## config.mk

```make
export PLATFORM = sky130hd
export DESIGN_NAME = pcim_rd_arbiter
export DESIGN_NICKNAME = d
export VERILOG_FILES = /design/src/rtl/pcim_rd_arbiter.sv
export SDC_FILE = /design/constraint.sdc
export NUM_CORES = 1
export LEC_CHECK = 0
export BUFFER_PORTS_ARGS = -buffer_cell sky130_fd_sc_hd__buf_2
export CAP_MARGIN = 20
export CORE_AREA = 2 2 567 569
export DETAILED_ROUTE_END_ITERATION = 7
export DIE_AREA = 0 0 569 571
export GPL_ROUTABILITY_DRIVEN = 0
export PLACE_DENSITY = 0.3
export RECOVER_POWER = 25
export SETUP_SLACK_MARGIN = 0.1
export SLEW_MARGIN = 20
export SYNTH_ARGS = -nofsm -noshare
export SYNTH_HDL_FRONTEND = slang
export SYNTH_SLANG_ARGS = --single-unit
```

## constraint.sdc

```tcl
create_clock -name clk_main_a0 -period 7.95 [get_ports clk_main_a0]
set_input_delay 1.1925 -clock clk_main_a0 [delete_from_list [all_inputs] [get_ports clk_main_a0]]
set_output_delay 1.1925 -clock clk_main_a0 [all_outputs]
set_load 0.01 [all_outputs]
```

## src/rtl/pcim_rd_arbiter.sv

```systemverilog
// pcim_rd_arbiter: shares the single PCIM AXI4 read master among NREQ DMA
// readers. Round-robin arbitration on AR, requester index carried in ARID,
// R beats steered back by RID[2:0], per-requester outstanding-burst limit.
// Optional statistics counters are built when PCIM_RD_ARB_STATS_EN is defined.
module pcim_rd_arbiter #(
    parameter int NREQ      = 4,
    parameter int ADDR_W    = 64,
    parameter int DATA_W    = 512,
    parameter int ID_W      = 16,
    parameter int MAX_OUTST = 8
) (
    input  logic                     clk_main_a0,
    input  logic                     rst_main,
    input  logic [NREQ-1:0]          req_arvalid,
    input  logic [NREQ*ADDR_W-1:0]   req_araddr,
    input  logic [NREQ*8-1:0]        req_arlen,
    output logic [NREQ-1:0]          req_arready,
    output logic                     pcim_arvalid,
    output logic [ADDR_W-1:0]        pcim_araddr,
    output logic [7:0]               pcim_arlen,
    output logic [2:0]               pcim_arsize,
    output logic [ID_W-1:0]          pcim_arid,
    input  logic                     pcim_arready,
    input  logic                     pcim_rvalid,
    input  logic [ID_W-1:0]          pcim_rid,
    input  logic [DATA_W-1:0]        pcim_rdata,
    input  logic [1:0]               pcim_rresp,
    input  logic                     pcim_rlast,
    output logic                     pcim_rready,
    output logic [NREQ-1:0]          rsp_rvalid,
    output logic [DATA_W-1:0]        rsp_rdata,
    output logic [1:0]               rsp_rresp,
    output logic                     rsp_rlast,
    input  logic [NREQ-1:0]          rsp_rready,
`ifdef PCIM_RD_ARB_STATS_EN
    output logic [NREQ*32-1:0]       stat_grants,
    output logic [31:0]              stat_stall,
`endif
    output logic                     err_bad_rid
);

    localparam int IDX_W = 3;
    localparam int CNT_W = 4;

    localparam logic [0:0] ST_IDLE = 1'b0;
    localparam logic [0:0] ST_HOLD = 1'b1;

    logic [0:0]         state;
    logic [IDX_W-1:0]   grant_idx;
    logic [IDX_W-1:0]   rr_ptr;
    logic [ADDR_W-1:0]  araddr_q;
    logic [7:0]         arlen_q;
    logic [NREQ-1:0]    req_arready_q;
    logic [CNT_W-1:0]   outst [NREQ];

    logic [NREQ-1:0]    eligible;
    logic [2*NREQ-1:0]  elig_dbl;
    logic [NREQ-1:0]    elig_rot;
    logic               pick_valid;
    logic [IDX_W-1:0]   pick_idx;
    logic               ar_hs;
    logic [IDX_W-1:0]   r_idx;
    logic               r_in_range;
    logic               r_done;

    assign ar_hs      = (state == ST_HOLD) && pcim_arready;
    assign r_idx      = pcim_rid[IDX_W-1:0];
    assign r_in_range = int'(r_idx) < NREQ;
    assign r_done     = pcim_rvalid && pcim_rready && pcim_rlast && r_in_range;

    // A requester competes only while it is below its outstanding-burst limit.
    always_comb begin
        for (int i = 0; i < NREQ; i++) begin
            eligible[i] = req_arvalid[i] && (outst[i] < CNT_W'(MAX_OUTST));
        end
    end

    // Rotate so bit 0 is the rr pointer position; first set bit wins.
    assign elig_dbl = {eligible, eligible} >> rr_ptr;
    assign elig_rot = elig_dbl[NREQ-1:0];

    // Round-robin pick: first eligible requester at or after rr_ptr.
    always_comb begin
        // NOTE: defaults before the loop keep this purely combinational (no latch).
        int sum;
        pick_valid = 1'b0;
        pick_idx   = '0;
        sum        = 0;
        for (int k = NREQ - 1; k >= 0; k--) begin
            if (elig_rot[k]) begin
                sum = int'(rr_ptr) + k;
                if (sum >= NREQ) sum = sum - NREQ;
                pick_valid = 1'b1;
                pick_idx   = IDX_W'(sum);
            end
        end
    end

    // AR FSM: capture the winner in IDLE, hold the fields until the shell accepts.
    always_ff @(posedge clk_main_a0 or posedge rst_main) begin
        if (rst_main) begin
            state         <= ST_IDLE;
            grant_idx     <= '0;
            rr_ptr        <= '0;
            araddr_q      <= '0;
            arlen_q       <= '0;
            req_arready_q <= '0;
        end else begin
            // NOTE: non-blocking assignments so every register samples pre-edge values.
            req_arready_q <= '0;
            case (state)
                ST_IDLE: begin
                    if (pick_valid) begin
                        grant_idx     <= pick_idx;
                        araddr_q      <= req_araddr[int'(pick_idx)*ADDR_W +: ADDR_W];
                        arlen_q       <= req_arlen[int'(pick_idx)*8 +: 8];
                        req_arready_q <= NREQ'(1) << pick_idx;
                        state         <= ST_HOLD;
                    end
                end
                default: begin
                    if (pcim_arready) begin
                        rr_ptr <= (int'(grant_idx) == NREQ - 1) ? '0 : grant_idx + 1'b1;
                        state  <= ST_IDLE;
                    end
                end
            endcase
        end
    end

    // Outstanding-burst counters: +1 on AR handshake, -1 on last R beat.
    always_ff @(posedge clk_main_a0 or posedge rst_main) begin
        if (rst_main) begin
            // NOTE: this small counter array is reset explicitly; it is state, not a RAM.
            for (int i = 0; i < NREQ; i++) outst[i] <= '0;
        end else begin
            for (int i = 0; i < NREQ; i++) begin
                if (ar_hs && grant_idx == IDX_W'(i) && !(r_done && r_idx == IDX_W'(i))) begin
                    outst[i] <= outst[i] + 1'b1;
                end else if (r_done && r_idx == IDX_W'(i) && !(ar_hs && grant_idx == IDX_W'(i))
                             && outst[i] != '0) begin
                    outst[i] <= outst[i] - 1'b1;
                end
            end
        end
    end

    // Sticky flag for beats whose RID does not map to any requester.
    always_ff @(posedge clk_main_a0 or posedge rst_main) begin
        if (rst_main) begin
            err_bad_rid <= 1'b0;
        end else if (pcim_rvalid && !r_in_range) begin
            err_bad_rid <= 1'b1;
        end
    end

    // R steering: unknown RIDs are accepted and dropped so the shell never stalls.
    always_comb begin
        rsp_rvalid  = '0;
        pcim_rready = 1'b1;
        for (int i = 0; i < NREQ; i++) begin
            if (int'(r_idx) == i) begin
                rsp_rvalid[i] = pcim_rvalid;
                pcim_rready   = rsp_rready[i];
            end
        end
    end

    assign rsp_rdata    = pcim_rdata;
    assign rsp_rresp    = pcim_rresp;
    assign rsp_rlast    = pcim_rlast;
    assign req_arready  = req_arready_q;
    assign pcim_arvalid = (state == ST_HOLD);
    assign pcim_araddr  = araddr_q;
    assign pcim_arlen   = arlen_q;
    assign pcim_arsize  = 3'b110;
    assign pcim_arid    = ID_W'(grant_idx);

`ifdef PCIM_RD_ARB_STATS_EN
    logic [31:0] grants_q [NREQ];
    logic [31:0] stall_q;

    // Grant counters wrap; stall counter saturates.
    always_ff @(posedge clk_main_a0 or posedge rst_main) begin
        if (rst_main) begin
            for (int i = 0; i < NREQ; i++) grants_q[i] <= '0;
            stall_q <= '0;
        end else begin
            for (int i = 0; i < NREQ; i++) begin
                if (ar_hs && grant_idx == IDX_W'(i)) grants_q[i] <= grants_q[i] + 1'b1;
            end
            if (state == ST_HOLD && !pcim_arready && stall_q != '1) begin
                stall_q <= stall_q + 1'b1;
            end
        end
    end

    always_comb begin
        for (int i = 0; i < NREQ; i++) stat_grants[i*32 +: 32] = grants_q[i];
    end
    assign stat_stall = stall_q;
`endif

endmodule

```

==> impl_results.md, run 1 <==
- Status: complete, but fails checks
- Failing checks: max-capacitance violations, max-slew violations
- Placed instance area: 14300 um^2
- Count of hold-fix buffers inserted at cts: 0
- First drt pass iteration count: 5
- Sequential area share after synthesis: 22.6%
- Wirelength, routed: 181 mm
- Max stage delay on crit path: 1020 ps
- Setup skew after layout: 21.2 ps
- Drt first-iter violations: 589
- Maximum VDD drop: 0.249 mV
- TNS Setup: 0 ps
- Worst R2R Setup Slack: 2680 ps
- Most frequent cells in the layout: buf_2 (323), dfrtp_1 (100), nor2_1 (86)
- Post-synth EDFFs: 0
- Count of buffers from port buffering: 390
- DRC viols: 0
- Core area: 319000 um^2
- Fin area: 14700 um^2
- Vias in the first global route: 9600
- Worst Tran Pin Value: 3990 ps
- Startpoint types: register
- WL/cell: 34.0 um
- CTS Buf Count: 13
- Detailed placement HPWL: 163 mm
- GRT Overall Usage: 10.7%
- Die Area: 325000 um^2
- Synthesized area per cell: 8.81 um^2
- Starting Density: 3.48%
- Worst-path clk slew: 100 ps
- Via count: 9674
- Final Power: 5.23 mW
- Post-CTS resize count: 0
- Hold Crit Class: register to register
- Setup violators final: 0
- Primary FF master, synth: dfrtp_1
- Final nets: 1945
- Placed Cells: 5282
- Yosys Warn Count: 0
- CTS HTree Levels: 3
- Max Cap Viol: 1
- R2R cell count: 9
- Critical Path, Cell by Cell: inv_1 -> ha_1 -> a211oi_1 -> o32ai_4 -> buf_4 -> nand3_4 -> buf_4 -> a2111oi_0 -> a211oi_1
- Flops & latches, synth: 100
- Crit path capture type: register
- Max Freq: 190 MHz
- CTS tree: built
- Root buffer cell: clkbuf_16
- Critical-path top delay cell: a2111oi_0
- Most common cell after layout, fill and taps aside: buf_2
- FF/Latch Area: 2500 um^2
- Die width: 569 um
- WP data required: 8340 ps
- Post-route minimum period: 5270 ps
- Rel. slew slack: -166%
- Final period util: 66.3%
- First-pass GRT wire length: 202 mm
- Footprint of the multi-input gates: 4360 um^2
- Hold WS: 467 ps
- Layout cells sized above 1: 36.0%
- Post-route insts no fill: 5330
- Final Max Tran Viols: 55
- Clock latency on the worst-skew pair: 560 ps
- Die H: 571 um
- PnR worst setup slack: 2680 ps
- Largest net degree at the start of global routing: 60
- Library cells used by synthesis: 65
- I/O Pins: 1448
- # fillers: 37800
- Grt total ovfl: 0
- Place WS: 2280 ps
- Post-Syn Instances: 1260
- Setup CP Type: register to register
- Antenna Nets Post-Route: 0
- CTS Buffer Depth: 3
- WHS Path Cells: 1
- Row cnt: 208
- Crit-path max FO: 41
- Leakage power: 4.23 nW
- Util after Layout: 4.60%
- Area grow syn2layout: 32.4%
- Clock sinks: 100
- P per Cell Area: 356 nW/um^2
- Post-synth ARST share: 100%
- Crit path DAT: 5660 ps
- Area of the mapped netlist: 11100 um^2
- Hold Fails Final Rpt: 0
- Initial antenna violation count: 107
- Post-CTS setup buffers: 0
- RSZ-0062 raised after global routing: false
- Vias per cell: 1.82
-- power breakdown --
group / total (mW) / internal [mW] / switching, mW
Combinational: 3.52 / 1.06 / 2.46
Sequential: 0.987 / 0.769 / 0.218
Clock: 0.722 / 0.380 / 0.342
Total: 5.23 / 2.21 / 3.02
-- cell usage after synthesis (4+ instances only) --
library cell | instances | area share [%]
nor3_1 | 9 | 0.41
a21o_1 | 7 | 0.47
clkbuf_1 | 45 | 1.5
nor2_1 | 86 | 2.9
buf_6 | 6 | 0.61
dfrtp_1 | 100 | 23
a211oi_1 | 73 | 4.9
o211ai_1 | 4 | 0.27
nand2_1 | 18 | 0.61
buf_2 | 8 | 0.36
a21oi_1 | 8 | 0.36
nand3_1 | 6 | 0.27
inv_1 | 8 | 0.27
nor2b_1 | 4 | 0.23
ha_1 | 13 | 1.5
nor4_1 | 4 | 0.23
fa_1 | 4 | 0.72
a2111oi_0 | 72 | 5.7
mux2i_1 | 75 | 6.8
xnor2_1 | 6 | 0.47
buf_4 | 543 | 37
mux2_2 | 9 | 0.91
nand2b_1 | 5 | 0.28
and4_1 | 71 | 5.6
o21ai_0 | 12 | 0.54
-- final timing paths --
path / start / to
max in group asynchronous: rst_main / pcim_arlen[7]
worst min-delay path: err_bad_rid / err_bad_rid
worst max-delay path: rr_ptr[0] / pcim_araddr[9]
worst min register to register: err_bad_rid / err_bad_rid
worst max register to register: rr_ptr[0] / pcim_araddr[9]
min in group asynchronous: rst_main / outst[11]
-- logic make-up (layout without fill, tap and decap cells) --
family,Yosys count,in the layout,share of synthesized area (%)
fa+ha+maj,17,17,2.19
other cells,2,47,0.0677
simple gates,231,231,12.6
mux,84,84,7.68
xor+xnor,8,8,0.631
flops,100,100,22.6
compound gates,205,205,14.7
buf+inv,613,438,39.6
-- final cells by class --
| type | count | share of cell area, % |
|---|---|---|
| Multi-Input combinational cell | 561 | 29.7 |
| Clock inverter | 2 | 0.409 |
| Clock buffer | 15 | 2.40 |
| Tap cell | 4200 | 35.8 |
| Inverter | 8 | 0.213 |
| Antenna cell | 31 | 0.528 |
| Sequential cell | 100 | 17.0 |
| Timing Repair Buffer | 413 | 14.0 |
-- routing by layer --
metal	GRT usage (%)	wire, um
met1	5.87	35500
met2	16.8	80100
met3	15.5	55200
met4	5.20	10200
met5	0.382	400
-- registers in the layout (all words and copies together), names as in the netlist --
name / cells
outst: 16
rr_ptr: 3
pcim_arvalid: 1
err_bad_rid: 1
pcim_araddr: 64
pcim_arlen: 8
grant_idx: 3
req_arready: 4
-- worst max-delay path, delay by kind of cell, from the launching register on --
family          cells  cell delay, ps
fa+ha+maj           1             500
simple gates        1             750
compound gates      4            1490
flops               1             820
buf+inv             3            1460
No activity file was read; power rests on OpenSTA's default activity.
==> run 2, diff against run 1 <==
--- a/config.mk
+++ b/config.mk
@@ -7,9 +7,9 @@
 export LEC_CHECK = 0
 export BUFFER_PORTS_ARGS = -buffer_cell sky130_fd_sc_hd__buf_2
 export CAP_MARGIN = 20
-export CORE_AREA = 2 2 567 569
+export CORE_AREA = 2 2 561 563
 export DETAILED_ROUTE_END_ITERATION = 7
-export DIE_AREA = 0 0 569 571
+export DIE_AREA = 0 0 563 565
 export GPL_ROUTABILITY_DRIVEN = 0
 export PLACE_DENSITY = 0.3
 export RECOVER_POWER = 25
==> constraint.sdc (replaced) <==
create_clock -name clk_main_a0 -period 4.8 [get_ports clk_main_a0]
set_input_delay 0.72 -clock clk_main_a0 [delete_from_list [all_inputs] [get_ports clk_main_a0]]
set_output_delay 0.72 -clock clk_main_a0 [all_outputs]
set_load 0.01 [all_outputs]
==> run 2 against run 1 <==
Global-route usage is 0.70 points higher. Critical path depth is 1 higher. Highest routed layer unchanged. Sequential power is 62% higher. Worst hold slack worse by 45 ps. The flow still finishes with violations (max-capacitance violations, max-slew violations).
==> impl_results.md, run 2 (synthesis gave the netlist of run 1 again) <==
- Status: complete, but fails checks
- Failing checks: max-capacitance violations, max-slew violations
- DRC viols: 0
- Clock sinks: 100
- Final Power: 9.30 mW
- CTS Buf Count: 13
- Max Cap Viol: 1
- Area grow syn2layout: 35.9%
- CTS HTree Levels: 3
- Post-CTS resize count: 0
- Post-CTS setup buffers: 0
- Count of hold-fix buffers inserted at cts: 0
- Final period util: 77.5%
- Row cnt: 205
- RSZ-0062 raised after global routing: false
- Final nets: 1975
- Startpoint types: register
- First-pass GRT wire length: 210 mm
- Initial antenna violation count: 116
- TNS Setup: 0 ps
- Wirelength, routed: 189 mm
- Worst Tran Pin Value: 3660 ps
- Worst r2r src: rr_ptr[1]
- CTS tree: built
- Layout cells sized above 1: 43.4%
- Worst-path clk slew: 100 ps
- Die Area: 318000 um^2
- Most frequent cells in the layout: buf_2 (390), dfrtp_1 (100), nor2_1 (86)
- Worst Setup SP: rr_ptr[1]
- Crit path capture type: register
- Drt first-iter violations: 597
- Setup violators final: 0
- Crit path DAT: 4100 ps
- First drt pass iteration count: 5
- Crit-path max FO: 16
- Final Max Tran Viols: 45
- Max reg flops: 64
- Setup CP Type: register to register
- Starting Density: 3.56%
- Rel. slew slack: -144%
- Antenna Nets Post-Route: 0
- I/O Pins: 1448
- Post-route minimum period: 3720 ps
- Vias per cell: 1.84
- HP Start: pcim_rvalid
- Die H: 565 um
- WP data required: 5180 ps
- Core area: 311000 um^2
- Hold Crit Class: primary input to register
- Max Freq: 269 MHz
- CTS Buffer Depth: 3
- P per Cell Area: 617 nW/um^2
- Detailed placement HPWL: 171 mm
- Hold Fails Final Rpt: 0
- Most common cell after layout, fill and taps aside: buf_2
- Via count: 9850
- Clock latency on the worst-skew pair: 580 ps
- Root buffer cell: clkbuf_16
- Leakage power: 4.56 nW
- Count of buffers from port buffering: 390
- WL/cell: 35.5 um
- Largest net degree at the start of global routing: 78
- Die width: 563 um
- Hold WS: 422 ps
- GRT Overall Usage: 11.4%
- Vias in the first global route: 9591
- Setup skew after layout: 47.9 ps
- Maximum VDD drop: 0.482 mV
- Grt total ovfl: 0
run 2: changes by cell type in the layout (fill, tap and decap cells not counted), moves of 2 or more:
cell,change
mux2i_2,-3
clkinvlp_4,+2
a2111oi_1,+3
diode_2,+40
buf_12,+8
buf_4,+22
clkbuf_1,-67
a2111oi_0,-3
buf_2,+67
mux2i_1,+3
run 2: per-layer routing:
metal  vias up  GRT usage (%)  wire (um)
met4        60           4.95       8780
met5         -          0.759        622
met3       415           15.2      55000
li1       3756              -          -
met1      4263           6.67      37600
met2      1356           18.6      87500
run 2: worst paths after layout:
check                           cells past startpoint  slack (ps)              end
worst min-delay path                                2         420      err_bad_rid
worst max-delay path                               10        1080  pcim_araddr[45]
max in group asynchronous                           2        1850  pcim_araddr[39]
min in group asynchronous                           2        1100    pcim_arlen[2]
worst min register to register                      1         480      err_bad_rid
worst max register to register                     10        1080  pcim_araddr[45]
run 2: power breakdown:
| part | internal [mW] | switching [mW] | total [mW] |
|---|---|---|---|
| combinational | 2.14 | 4.39 | 6.53 |
| sequential | 1.27 | 0.330 | 1.60 |
| clock | 0.565 | 0.604 | 1.17 |
run 2: metrics by stage:
step           utilization (%)  instances  worst slack (ps)  area (um^2)
2_1_floorplan                -       1274              1460        11100
3_3_place_gp              4.66       5252               930        14500
3_5_place_dp              4.66       5252               934        14500
4_1_cts                   4.79       5269              1110        14900
5_1_grt                   4.81       5305               889        15000
6_report                  4.84       5340              1080        15100
run 2: area by class of cell:
cell class	instances	area [um^2]
well taps	4140	5180
inverters	8	31.3
flip-flops and latches	100	2500
clock buffers	14	339
repair buffers	443	2460
diodes	71	178
clock inverters	3	45.0
multi-input cells	561	4340
fillers	37100	296000
run 2: critical path, stage by stage, from the launching register on:
cell,delay [ps]
dfrtp_1,590
inv_1,210
ha_1,460
a211oi_1,120
o32ai_4,380
nand3_4,280
buf_12,270
buf_4,230
a2111oi_0,620
buf_4,270
a211oi_1,60
